==> src/rtl/bcd_pkg.sv <==
// Shared types and defaults for the sequential binary-to-BCD converter.
package bcd_pkg;

  localparam int BCD_WIDTH  = 32;
  localparam int BCD_DIGITS = 10;

  typedef logic [3:0] bcd_nibble_t;

  typedef enum logic [1:0] {
    IDLE  = 2'd0,
    SHIFT = 2'd1,
    DONE  = 2'd2
  } bcd_state_t;

endpackage

==> src/rtl/bcd_add3.sv <==
// Double-dabble digit correction: add 3 to a BCD nibble that is 5 or more,
// so the following left shift carries correctly into the next digit.
module bcd_add3
  import bcd_pkg::*;
(
  input  bcd_nibble_t din,
  output bcd_nibble_t dout
);

  // Inputs never exceed 9, so the +3 result stays within 4 bits.
  always_comb begin
    dout = din;
    if (din >= 4'd5) dout = din + 4'd3;
  end

endmodule

==> src/rtl/bin_to_bcd_seq.sv <==
// Sequential double-dabble converter: WIDTH-bit binary to DIGITS packed BCD
// digits, one correct/shift step per clock. The published result (bcd/neg)
// only changes in the cycle after DONE, so the display never sees partials.
// Optional feature macro: BCD_SIGNED_EN (two's-complement input, neg output).
module bin_to_bcd_seq
  import bcd_pkg::*;
#(
  parameter int WIDTH  = BCD_WIDTH,
  parameter int DIGITS = BCD_DIGITS
) (
  input  logic                  clk,
  input  logic                  rst,
  input  logic                  start,
  input  logic [WIDTH-1:0]      bin,
  output logic                  busy,
  output logic                  done,
  output logic [4*DIGITS-1:0]   bcd,
  output logic                  neg
);

  localparam int CW = $clog2(WIDTH + 1);
  localparam int SW = 4 * DIGITS;

  bcd_state_t          state_q, state_d;
  logic [SW-1:0]       scratch_q;
  logic [WIDTH-1:0]    shreg_q;
  logic [CW-1:0]       cnt_q;
  logic                sign_q;
  logic                load, step, publish;

  logic [WIDTH-1:0]    mag;
  logic                sign_in;
  logic [DIGITS-1:0][3:0] corr;
  logic [SW-1:0]       corr_flat;

  // Magnitude and sign of the incoming operand.
`ifdef BCD_SIGNED_EN
  always_comb begin
    sign_in = bin[WIDTH-1];
    mag     = sign_in ? (~bin + 1'b1) : bin;
  end
`else
  always_comb begin
    sign_in = 1'b0;
    mag     = bin;
  end
`endif

  // Per-digit +3 correction applied to the scratch before each shift.
  for (genvar i = 0; i < DIGITS; i++) begin : g_dig
    bcd_add3 u_add3 (
      .din  (scratch_q[4*i +: 4]),
      .dout (corr[i])
    );
  end
  assign corr_flat = corr;

  // State register.
  always_ff @(posedge clk) begin
    if (rst) state_q <= IDLE;
    else     state_q <= state_d;
  end

  // Next-state and datapath control.
  always_comb begin
    state_d = state_q;
    load    = 1'b0;
    step    = 1'b0;
    publish = 1'b0;
    unique case (state_q)
      IDLE: begin
        if (start) begin
          load    = 1'b1;
          state_d = SHIFT;
        end
      end
      SHIFT: begin
        step = 1'b1;
        if (cnt_q == CW'(1)) state_d = DONE;
      end
      DONE: begin
        publish = 1'b1;
        state_d = IDLE;
      end
      default: state_d = IDLE;
    endcase
  end

  // Working registers: capture on accept, correct-and-shift while converting.
  always_ff @(posedge clk) begin
    if (rst) begin
      scratch_q <= '0;
      shreg_q   <= '0;
      cnt_q     <= '0;
      sign_q    <= 1'b0;
    end else if (load) begin
      scratch_q <= '0;
      shreg_q   <= mag;
      cnt_q     <= CW'(WIDTH);
      sign_q    <= sign_in;
    end else if (step) begin
      scratch_q <= {corr_flat[SW-2:0], shreg_q[WIDTH-1]};
      shreg_q   <= {shreg_q[WIDTH-2:0], 1'b0};
      cnt_q     <= cnt_q - 1'b1;
    end
  end

  // Published result and completion pulse; held steady between conversions.
  always_ff @(posedge clk) begin
    if (rst) begin
      bcd  <= '0;
      neg  <= 1'b0;
      done <= 1'b0;
    end else begin
      done <= publish;
      if (publish) begin
        bcd <= scratch_q;
        neg <= sign_q;
      end
    end
  end

  assign busy = (state_q == SHIFT);

endmodule

==> config.mk <==
export PLATFORM = sky130hd
export DESIGN_NAME = bin_to_bcd_seq
export DESIGN_NICKNAME = d
export VERILOG_FILES = /design/src/rtl/bcd_pkg.sv /design/src/rtl/bcd_add3.sv /design/src/rtl/bin_to_bcd_seq.sv
export SDC_FILE = /design/constraint.sdc
export NUM_CORES = 1
export LEC_CHECK = 0
export BUFFER_PORTS_ARGS = -buffer_cell sky130_fd_sc_hd__buf_2
export CAP_MARGIN = 10
export CORE_MARGIN = 8
export CORE_UTILIZATION = 50
export DETAILED_ROUTE_END_ITERATION = 16
export PLACE_DENSITY_LB_ADDON = 0.3
export SLEW_MARGIN = 40
export SYNTH_ARGS = -nofsm -noshare
export SYNTH_HDL_FRONTEND = slang
export SYNTH_HIERARCHICAL = 1
export SYNTH_SLANG_ARGS = --single-unit
==> constraint.sdc <==
create_clock -name clk -period 3.27 [get_ports clk]
set_input_delay 0.4905 -clock clk [delete_from_list [all_inputs] [get_ports clk]]
set_output_delay 0.4905 -clock clk [all_outputs]
set_load 0.03 [all_outputs]
-- Word level (Yosys, flattened, before mapping)
Cells that the tools add are included.
- multiplexer cells: 21
- eq/ne operators: 5
- divide/modulo/power cells: 0
- $add $sub $neg: 11
- shift-type cells: 0
- bitwise logic cells: 0
- multipliers: 0
- order comparisons: 10
- reductions and logical operators: 4
- operators with widths (cell ; number):
    $mux 32 ; 2
    $ge 4x3->1 const B ; 10
    $add 4x2->4 const B ; 9
    $mux 4 ; 9
    $mux 6 ; 2
    $eq 6x1->1 const B ; 1
    $sub 6x1->6 const B ; 1
    $mux 1 ; 4
    $mux 2 ; 2
    $pmux 2 s2 ; 1
    $add 3x2->3 const B ; 1
    $mux 3 ; 1
    $eq 2x1->1 const B ; 1
    $eq 2x2->1 const B ; 1
    $logic_not 2->1 ; 1
    $ne 2x1->1 const B ; 1
    $ne 2x2->1 const B ; 1
    $reduce_and 2->1 ; 1
    $reduce_bool 2->1 ; 1
    $reduce_or 2->1 ; 1
- bits of input ports: 35
- memories: 0
- flip-flop bits (word level): 121
- bits in latches: 0
- output and inout port bits: 43
- memory bits (read-only): 0
- logic and storage cells: 58
- bits in writable memories: 0

-- Depth between registers and ports, before layout
- word-level depth: 4
- gate-level depth with buffers: 7
- depth with buffers taken out: 7

-- Hierarchy
Netlist, hierarchy kept.
- by module, submodules not included (module ; cells an instance ; sequential area each (um^2) ; area each (um^2) ; instances):
    bin_to_bcd_seq ; 537 ; 2422.3 ; 4425.5 ; 1
    bcd_add3 ; 16 ; 0.0 ; 101.3 ; 10

-- Worst setup path after synthesis
Ideal clock, no wire load.
- kind: input port to flip-flop
- start point: input start
- end point: register cnt_q[3]
- library setup time: 0.130 ns
- stages on the path: 5
- slack: 1.805 ns
- arrival time: 1.335 ns
- path buffers: 2
- data required time: 3.140 ns
- path through: or3b_2 nand2b_1 buf_4 buf_6 a21oi_2
- cells in the longest elaborated chain, start to end: 3
- RTL lines (what ; RTL line ; RTL):
    from (decl) ; bin_to_bcd_seq.sv:13 ; input logic start,
    $mux 1 ; bin_to_bcd_seq.sv:72 ; if (start) begin
    $mux 1 ; bin_to_bcd_seq.sv:70 ; unique case (state_q)
    $reduce_or 2->1 (no source line) ; n/a ;
    to (signal assigned) ; bin_to_bcd_seq.sv:99 ; cnt_q <= CW'(WIDTH);
    to (signal assigned) ; bin_to_bcd_seq.sv:104 ; cnt_q <= cnt_q - 1'b1;
    to (decl) ; bin_to_bcd_seq.sv:27 ; logic [CW-1:0] cnt_q;
No other way between the ends.
A chain may end at the register's enable or synchronous reset.

-- Final worst setup path
- start point: register state_q[0]
- end point: output busy
- cells in the longest elaborated chain, start to end: 1
- RTL lines (what ; RTL line ; RTL):
    from (decl) ; bin_to_bcd_seq.sv:24 ; bcd_state_t state_q, state_d;
    from (signal assigned) ; bin_to_bcd_seq.sv:61 ; else state_q <= state_d;
    $eq 2x1->1 ; bin_to_bcd_seq.sv:123 ; assign busy = (state_q == SHIFT);
    to (decl) ; bin_to_bcd_seq.sv:15 ; output logic busy,
No other way between the ends.

==> results_dict.tcl <==
set metrics [dict create \
    status "complete, no violations" \
    required_ns 2.78 \
    fin_crit_sh_pct 67.9 \
    pre_cts_ws_ns 1.42 \
    grtUsageMet2_pct 28.2 \
    post_cts_buffers 0 \
    io_buffer_count 76 \
    initial_core_util_pct 50.7 \
    drive_gt1_share_pct 17.6 \
    cts_resized 0 \
    finalSetupViolCount 0 \
    postPlaceCellArea_mm2 0.00583 \
    clk_latency_ns 0.51 \
    max_stage_delay_ns 0.55 \
    use_met3_pct 5.68 \
    grt_pass1_vias 4570 \
    track_usage_pct 16.4 \
    diodes 0 \
    die_h_um 120 \
    drc 0 \
    internal_power_mw 2.79 \
    critPathCaptureType "primary output" \
    wirelength_mm 11.5 \
    cap_viol_max_count 0 \
    r2r_slack_ns 1.47 \
    tns_ns 0 \
    worstPathArrival_ns 1.73 \
    cp_num_buf_inv 2 \
    clockBufferDepth 2 \
    p_sw_share_pct 22.5 \
    drv_slew 0 \
    p_leak_nw 2.52 \
    vias 4721 \
    whs_path_depth 3 \
    cts-root-buf "clkbuf_8" \
    hold-path-endpoint "shreg_q[0]" \
    syn_avg_cell_area_um2 7.82 \
    pin_count 78 \
    cts-htree-levels 4 \
    hp-class "primary input to flip-flop" \
    areaGrowthSynthToFinish_pct 18.9 \
    wl_per_cell_um 12.7 \
    p_sw_mw 0.813 \
    synth_cells 693 \
    die-area_mm2 0.0144 \
    top_usage_layer "met2" \
    fin_util_pct 60.2 \
    synth_area_mm2 0.00542 \
    yosys_warnings 6 \
    power_frac_comb_pct 5.7 \
    pwr_density_cell_mw_per_mm2 560 \
    cp_max_fo 20 \
    dpl.hpwl_mm 7.55 \
    seq_power_share_pct 42.6 \
    die_w_um 120 \
    finalInstanceArea_mm2 0.00644 \
    path_clk_slew_ns 0.05 \
    nNetsFinal 810 \
    r2r_cells 5 \
    cts_tree "done" \
    p_clk_share_pct 51.7 \
    grt_pass1_wl_mm 19.9 \
    cts_buffers 17 \
    period_needed_ns 2.22 \
    worstHoldStart "bin[0]" \
    finalHoldViolations 0 \
    fillCellCount 934 \
    hold_buffers 0 \
    grt_use_met1_pct 18.7 \
    critPathTopFamily "buffers and inverters" \
    gp_congestion 0.751 \
    crit_chain "nand2b_2 > inv_2 > buf_2" \
    rsz0062_at_grt "no" \
    clock.fmax_mhz 451 \
    crit_slowest_cell "dfxtp_1" \
    drt_iter0_drc 271 \
    drtAntennaViolNets 0 \
    worst_slew_pin_slew_ns 0.765 \
    grt_max_degree 77 \
    core_mm2 0.0107 \
    start_kind "flip-flop" \
    antenna_found_initial 0 \
    overflow 0 \
    reg2reg_to "cnt_q[5]" \
    cts.sinks 121 \
    fin_ws_ns 1.05 \
    vias_per_cell 5.21 \
    drt_pass1_iterations 4 \
    slew_headroom_pct 49.0 \
    r2r_start "state_q[0]" \
    synth_fp_nets 750 \
    rows 38 \
    finClkSkew_ns 0.00823 \
    vdd_drop_max_v 0.000311 \
    path_class "flip-flop to primary output" \
]
==> state kept, by name (all words and copies together), names as in the netlist <==
register	cells
bcd	40
done	1
cnt_q	6
state_q	2
shreg_q	32
scratch_q	40
==> metal layers <==
layer	vias up	routed length, um
li1	2418	-
met1	2179	5260
met2	113	5500
met3	11	674
met4	0	108
met5	-	0
==> through the flow <==
step | total power, mW | hold WS [ns] | cells
CTS | 3.64 | 0.215 | 906
finish | 3.61 | 0.236 | 906
detailed placement | 1.77 | 0.444 | 874
floorplan | 1.72 | 0.430 | 693
global route | 3.75 | 0.246 | 906
global placement | 1.76 | 0.439 | 873
==> layout by cell type, fill, tap and decap left out, types with 2 or more instances in the layout <==
master        n
bufinv_16     3
xnor2_1      10
a21oi_2      11
nor3_1        2
o21ai_1       9
clkbuf_8      4
nand2_1     233
nor2_1       14
buf_2        76
ha_1         22
nand2b_1     20
nand2b_4      2
clkbuf_16    16
a21oi_1     115
inv_1        22
dfxtp_1     121
a22oi_1      31
o21ai_0      10
mux2i_1      10
buf_4         6
clkinvlp_4    5
clkinv_2      4
==> cell type report <==
cell class                 instances  area [um^2]  share of cell area [%]
clock buffer                      20          455                    7.07
clock inverter                    12          148                    2.29
inverter                          23         86.3                    1.34
multi-input combinational        507         2710                    42.1
sequential                       121         2420                    37.6
tap                              140          175                    2.72
timing repair buffer              83          440                    6.84
==> how the worst max path moves through the flow <==
stage / from / endpoint / slack [ns] / cells past startpoint
floorplan: start / cnt_q[3] / 1.80 / 5
global placement: start / shreg_q[23] / 1.23 / 5
detailed placement: start / shreg_q[28] / 1.42 / 5
CTS: state_q[0] / busy / 1.05 / 3
global route: state_q[0] / busy / 0.95 / 3
finish: state_q[0] / busy / 1.05 / 3
==> worst register-to-register path, delay by kind of cell (launching register included) <==
kind                   cells  cell delay [ns]
flip-flops                 1             0.55
buffers and inverters      2             0.69
AND/OR/NAND/NOR            3             0.41
==> power groups by stage <==
| stage | Sequential [mW] | Combinational, mW | Clock, mW |
|---|---|---|---|
| after floorplan | 1.56 | 0.163 | 0 |
| after global placement | 1.56 | 0.200 | 0 |
| after detailed placement | 1.57 | 0.207 | 0 |
| after CTS | 1.54 | 0.207 | 1.89 |
| after global routing | 1.54 | 0.232 | 1.98 |
| final | 1.54 | 0.206 | 1.86 |
(Power assumes the default switching activity.)
